`config.mk`:
```
export PLATFORM = sky130hd
export DESIGN_NAME = clk_div_controller
export DESIGN_NICKNAME = d
export VERILOG_FILES = /design/src/rtl/clk_div_controller.sv
export SDC_FILE = /design/constraint.sdc
export NUM_CORES = 1
export LEC_CHECK = 0
export ABC_AREA = 1
export CORE_ASPECT_RATIO = 2
export CORE_MARGIN = 2
export CORE_UTILIZATION = 41
export DETAILED_ROUTE_END_ITERATION = 10
export PLACE_DENSITY = 0.68
export SLEW_MARGIN = 5
export SYNTH_ARGS = -nofsm -noshare
export SYNTH_HDL_FRONTEND = slang
export SYNTH_SLANG_ARGS = --single-unit
```
`constraint.sdc`:
```
create_clock -name clk -period 5.9 [get_ports clk]
set_clock_uncertainty 0.05 [all_clocks]
set_input_delay 1.77 -clock clk [delete_from_list [all_inputs] [get_ports clk]]
set_output_delay 1.77 -clock clk [all_outputs]
set_load 0.03 [all_outputs]
```
`src/rtl/clk_div_controller.sv`:
```
// Programmable clock divider: registered divided clock, period-start tick,
// and a req/ack handshake that swaps the divide ratio only at period boundaries.
module clk_div_controller #(
    parameter int unsigned DIV_W       = 8,
    parameter int unsigned DEFAULT_DIV = 10
) (
    input  logic             clk,
    input  logic             rst_n,
    input  logic             en,
    input  logic [DIV_W-1:0] div_val,
    input  logic             cfg_req,
    output logic             cfg_ack,
    output logic             cfg_err,
    output logic             clk_out,
    output logic             tick,
    output logic             running,
    output logic [DIV_W-1:0] cur_div
);

    typedef enum logic [1:0] {
        S_IDLE,
        S_RUN,
        S_STOPPING
    } state_t;

    state_t           state, state_d;
    logic [DIV_W-1:0] cnt, cnt_d;
    logic [DIV_W-1:0] cur_div_d;
    logic [DIV_W-1:0] pend_div, pend_div_d;
    logic             pending, pending_d;
    logic             pend_err, pend_err_d;
    logic             clk_out_d, tick_d, ack_d, err_d, running_d;
    logic             boundary, accept, apply;

    // Next-state, counter, config handshake and next output values
    always_comb begin
        state_d    = state;
        cnt_d      = cnt;
        cur_div_d  = cur_div;
        pend_div_d = pend_div;
        pending_d  = pending;
        pend_err_d = pend_err;
        tick_d     = 1'b0;
        ack_d      = 1'b0;
        err_d      = 1'b0;

        boundary = (state != S_IDLE) && (cnt == cur_div - DIV_W'(1));
        accept   = cfg_req && !pending && !cfg_ack;
        apply    = pending && ((state == S_IDLE) || boundary);

        // accept and apply are mutually exclusive because they disagree on pending
        if (accept) begin
            pending_d = 1'b1;
            if (div_val < DIV_W'(2)) begin
                pend_div_d = DIV_W'(2);
                pend_err_d = 1'b1;
            end else begin
                pend_div_d = div_val;
                pend_err_d = 1'b0;
            end
        end
        if (apply) begin
            pending_d = 1'b0;
            cur_div_d = pend_div;
            ack_d     = 1'b1;
            err_d     = pend_err;
        end

        case (state)
            S_IDLE: begin
                cnt_d = '0;
                if (en) begin
                    state_d = S_RUN;
                    tick_d  = 1'b1;
                end
            end
            S_RUN, S_STOPPING: begin
                if (boundary) begin
                    cnt_d = '0;
                    if (state == S_STOPPING && !en) begin
                        state_d = S_IDLE;
                    end else begin
                        state_d = en ? S_RUN : S_STOPPING;
                        tick_d  = 1'b1;
                    end
                end else begin
                    cnt_d   = cnt + DIV_W'(1);
                    state_d = en ? S_RUN : S_STOPPING;
                end
            end
            default: begin
                state_d = S_IDLE;
                cnt_d   = '0;
            end
        endcase

        // High phase uses the ratio in effect for the cycle being entered
        running_d = (state_d != S_IDLE);
        clk_out_d = running_d && (cnt_d < (cur_div_d - (cur_div_d >> 1)));
    end

    always_ff @(posedge clk or negedge rst_n) begin
        if (!rst_n) begin
            state    <= S_IDLE;
            cnt      <= '0;
            cur_div  <= DIV_W'(DEFAULT_DIV);
            pend_div <= '0;
            pending  <= 1'b0;
            pend_err <= 1'b0;
            clk_out  <= 1'b0;
            tick     <= 1'b0;
            cfg_ack  <= 1'b0;
            cfg_err  <= 1'b0;
            running  <= 1'b0;
        end else begin
            state    <= state_d;
            cnt      <= cnt_d;
            cur_div  <= cur_div_d;
            pend_div <= pend_div_d;
            pending  <= pending_d;
            pend_err <= pend_err_d;
            clk_out  <= clk_out_d;
            tick     <= tick_d;
            cfg_ack  <= ack_d;
            cfg_err  <= err_d;
            running  <= running_d;
        end
    end

endmodule
```
# Yosys cells after proc, flatten, opt, wreduce, memory -nomap -nowiden
# Index checks and enable logic that the tools add are counted.
[totals]
reg_bits = 33
wordCells = 52
input_bits = 12
out_inout_bits = 13
[classes]
mux = 18
n_reduce_logical = 15
eq_ne = 3
n_addsub = 3
order_cmp = 2
[ops]
columns = ["operator", "count"]
rows = [
  ["8-bit 2-to-1 mux", 4],
  ["8-bit by 1-bit adder with 8-bit output (second input constant)", 1],
  ["8-bit equality test", 1],
  ["8-bit by 2-bit less-than comparator with 1-bit output (second input constant)", 1],
  ["8-bit less-than comparator", 1],
  ["1-bit 2-to-1 mux", 8],
  ["2-bit 2-to-1 mux", 4],
  ["8-bit by 1-bit subtractor with 8-bit output (second input constant)", 1],
  ["8-bit by 7-bit subtractor with 8-bit output", 1],
  ["1-bit logical AND", 6],
  ["2-bit nonzero test", 3],
  ["2-bit case mux with 2 select lines", 1],
  ["1-bit logical NOT", 3],
  ["2-bit by 1-bit equality test with 1-bit output (second input constant)", 1],
  ["2-bit equality test (second input constant)", 1],
  ["2-bit logical NOT", 1],
  ["1-bit case mux with 2 select lines", 1],
  ["2-bit OR reduction", 1],
  ["1-bit logical OR", 1],
]

# Longest topological paths before layout
[logic_depth]
word_depth = 9
mapped_depth = 31
depth_no_buf = 30

# Worst setup path after synthesis
# OpenSTA, ideal clock, no wires.
[synth_timing]
kind = "flip-flop to flip-flop"
startpoint = "reg cur_div[0]"
endpoint = "reg clk_out"
slack_ps = 1622
path_stages_with_launch = 28
synth_period_minus_slack_ps = 4278
setup_time_ps = 77
required_ps = 5773
t_arrival_ps = 4150
n_path_buf = 1
path_cell_list = "dfrtp_1 inv_1 ha_1 xor2_1 nand2_1 nor2_2 nand3_1 nor2_2 nand2_2 nand2_2 nand2_4 buf_6 o21ai_2 inv_1 ha_1 nand2_1 o21ai_0 a21oi_1 o21ai_0 a21o_1 a21oi_1 xor2_2 ha_1 nand2_1 nor2_1 a211oi_1 nand2_1 a21oi_1"
[synth_via]
elab_chain_cells = 9
elab_cells_between_ends = 14
cone_classes = "2 x add/sub; 1 x order compare; 1 x eq/ne; 5 x mux; 5 x reduce/logical"
[synth_rtl]
columns = ["item", "line_no", "rtl"]
rows = [
  ["start: declaration", "17", "output logic [DIV_W-1:0] cur_div"],
  ["start signal: assignment", "106", "cur_div <= DIV_W'(DEFAULT_DIV);"],
  ["start signal: assignment", "118", "cur_div <= cur_div_d;"],
  ["8-bit by 1-bit subtractor with 8-bit output", "47", "boundary = (state != S_IDLE) && (cnt == cur_div - DIV_W'(1));"],
  ["8-bit equality test", "47", ""],
  ["1-bit logical AND", "47", ""],
  ["1-bit logical OR", "49", "apply = pending && ((state == S_IDLE) || boundary);"],
  ["1-bit logical AND", "49", ""],
  ["8-bit 2-to-1 mux", "62", "if (apply) begin"],
  ["net cur_div_d[3]", "28", "logic [DIV_W-1:0] cur_div_d;"],
  ["8-bit by 7-bit subtractor with 8-bit output", "99", "clk_out_d = running_d && (cnt_d < (cur_div_d - (cur_div_d >> 1)));"],
  ["8-bit less-than comparator", "99", ""],
  ["1-bit logical AND", "99", ""],
  ["net clk_out_d", "32", "logic clk_out_d, tick_d, ack_d, err_d, running_d;"],
  ["end signal: assignment", "122", "clk_out <= clk_out_d;"],
  ["end: declaration", "14", "output logic clk_out,"],
]
# The timed path passes the listed nets, and every way through them passes these cells.
# A chain may end at the register's enable or synchronous reset.

# Worst setup path in the final report
[layout_timing]
startpoint = "reg cur_div[1]"
endpoint = "reg clk_out"
# The elaborated chain is that of the path after synthesis.

==> flow_summary.rst <==
.. list-table::
   :header-rows: 1

   * - Metric
     - Value
   * - Result of the run
     - completed
   * - CP startpoint kind
     - flop
   * - Fmax
     - ~0.22 GHz
   * - Period utilisation layout
     - 75.90%
   * - Total global routing track utilization
     - 17.83%
   * - Die H
     - approximately 110 um
   * - Number of synthesis warnings
     - 0
   * - Total clock sinks
     - 33
   * - Count of non-filler cells in the finished layout
     - between 300 and 400
   * - CTS clk-pin slew, worst paths
     - 0.07 ns
   * - Depth of the CTS H-tree
     - 2
   * - Total instance count after detailed placement
     - about 360
   * - Clock latency at the later pin of the worst-skew pair
     - 0.28 ns
   * - Routability Congestion
     - slightly above 0.8
   * - Layout net count
     - 337
   * - Average cell area after synthesis
     - 7.976 um2
   * - Clock tree from TritonCTS
     - yes
   * - Final Critical Period
     - roughly 4.5 ns
   * - Count of final setup violators
     - 0
   * - Global-route met3 utilization
     - approximately 2.8%
   * - Number of rows created at floorplan
     - 37
   * - Final WL
     - approximately 5000 um
   * - IO Count
     - 25
   * - Required time at the endpoint of the critical path
     - just over 6 ns
   * - Vias per Instance
     - just over 5
   * - Post-synth cell types
     - 33
   * - Worst-path fanout max
     - 17
   * - Post-synthesis instance area
     - roughly 2200 um2
   * - Chip Width
     - between 50 and 60 um
   * - Clock buffer count from CTS
     - 5
   * - Area growth syn-to-layout
     - 17.68%
   * - Post-synthesis sequential area ratio
     - a little under two fifths
   * - Worst Max-Slew Pin Slew
     - about 1.1 ns
   * - Number of nets produced by synthesis
     - 307
   * - Cell mode on critical path
     - nand2_1
   * - Critical path's top delay family
     - compound AO/OA/AOI/OAI gates
   * - HPWL Detailed
     - between 3000 and 4000 um
   * - Max-cap viol count
     - 0
   * - Slew headroom
     - about a quarter
   * - Number of gates resized after CTS
     - 0
   * - CP max stage delay
     - between 0.5 and 0.6 ns
   * - Gate count after technology mapping
     - 275
   * - CP endpoint kind
     - flop
   * - Routed WL per cell
     - about 13 um
   * - Tightest Hold Check Type
     - flop to flop
   * - DRC
     - 0
   * - Most common cell after layout, fill and taps aside
     - nand2_1
   * - Slowest cell on the critical path
     - dfstp_2
   * - Via count of the first global-routing pass
     - 1798
   * - Top library cells by usage in the layout, fill and taps aside
     - 64 x nand2_1, 45 x inv_1, 31 x dfrtp_1
   * - First-pass GRT wire length
     - just over 8000 um
   * - Core region area
     - approximately 5000 um2
   * - Fraction of final layout cells with drive strength greater than 1
     - roughly an eighth
   * - Number of antenna violations at the first check in global routing
     - 0
   * - Setup repair after global routing missed its margin
     - false
   * - Total die area
     - about 6000 um2
   * - Worst Path Arrival
     - about 4.6 ns
   * - Max Root-Sink Buffers
     - 2
   * - Initial Utilization
     - ~43%
   * - Hold buffer count at CTS
     - 0
   * - Antenna-violating nets left
     - 0
   * - #FFs+latches synth
     - 33
   * - Total gr overflow
     - 0
   * - Met2 Usage GRT
     - between 30 and 40%
   * - Critical setup path kind
     - flop to flop
   * - Total number of vias
     - around 1800
   * - Antenna Diode Count
     - 0
   * - Final hold violations
     - 0
   * - Post-CTS setup buffers
     - 0
   * - Pin count of the biggest net entering global routing
     - 34
   * - Router iterations before antenna repair
     - 4
   * - GRT Max-Usage Layer
     - met2
   * - Setup total negative slack
     - 0 ns
   * - Met1 track demand over resource in global routing
     - between 10% and 20%
   * - Initial DRC count
     - 45
   * - Port bufs
     - 24
   * - Number of buffers and inverters on the critical path
     - 2
   * - Buffer cell driving the clock tree root
     - clkbuf_8
   * - Slew Viols, Final
     - 0
[metal layers]
layer  wire length, um  up-vias
met4               104        0
met3               114       11
li1                  -      936
met2              2923       31
met5                 0        -
met1              1739      867
[worst min-delay path: cells and delay by family, from the launching register on]
family	cells	cell delay, ns
and+or+nand+nor	2	0.11
DFF	1	0.37
[cell usage after synthesis]
master,count,share of area [%]
inv_1,45,7.7
nand2_4,1,0.51
dfstp_2,2,2.4
nand3b_1,7,2.4
dfrtp_1,31,35
nor3_1,1,0.23
o21ai_0,12,2.7
nand2_1,64,11
a21o_1,1,0.34
nand3_1,21,4.8
inv_2,7,1.2
a211oi_1,1,0.34
or2_2,2,0.57
a21oi_1,11,2.5
clkbuf_1,1,0.17
nand4_1,2,0.57
o21ai_2,7,2.8
buf_6,1,0.51
or4_1,1,0.34
nand2_2,5,1.4
o22a_1,1,0.40
o21a_4,1,0.68
nor2_1,10,1.7
fa_1,1,0.91
a22o_1,1,0.40
xnor2_1,2,0.80
xor2_2,1,0.74
nor2_2,5,1.4
xor2_1,8,3.2
a22oi_1,1,0.34
ha_1,19,11
or2_1,1,0.29
o41ai_1,1,0.40
[final timing paths]
path | startpoint | to | slack, ns | depth (start not counted)
setup / recovery | cur_div[1] | clk_out | 1.42 | 26
hold / removal | pend_div[6] | pend_div[6] | 0.46 | 2
setup reg to reg | cur_div[1] | clk_out | 1.42 | 26
hold reg to reg | pend_div[6] | pend_div[6] | 0.46 | 2
max in group asynchronous | rst_n | cur_div[1] | 3.62 | 2
min in group asynchronous | rst_n | tick | 1.84 | 2
[cells by family after synthesis]
logic type	count (synthesis)	synth area share (%)
AO/OA/AOI/OAI	37	10.95
buffers and inverters	54	9.583
adder cells (fa/ha/maj)	20	11.75
AND/OR/NAND/NOR	120	25.21
XOR/XNOR	11	4.735
flip-flops	33	37.76
[final cells by class]
cell class | count | area (um2)
clock buffers | 6 | 72.57
clock inverters | 2 | 10.01
fillers | 487 | 2557
inverters | 52 | 195.2
multi-input cells | 188 | 1155
flip-flops and latches | 33 | 828.3
well taps | 58 | 72.57
repair buffers | 25 | 247.7
[stage by stage]
stage	util, %	worst slack [ns]	hold WS [ns]	instance area, um2
floorplan	-	1.622	0.4102	2193
global placement	48.62	1.542	0.4432	2499
detailed placement	48.62	1.431	0.4495	2499
CTS	50.23	1.408	0.4655	2581
global route	50.23	0.9244	0.5021	2581
finish	50.23	1.422	0.4573	2581
[flip-flops by register name, summed over array words and instances (netlist names), 2 cells and up]
name      cells
state         2
cur_div       8
cnt           8
pend_div      8
Power is not shown: default switching activity piles up to over one toggle a cycle in this logic, so the estimate is an artifact.
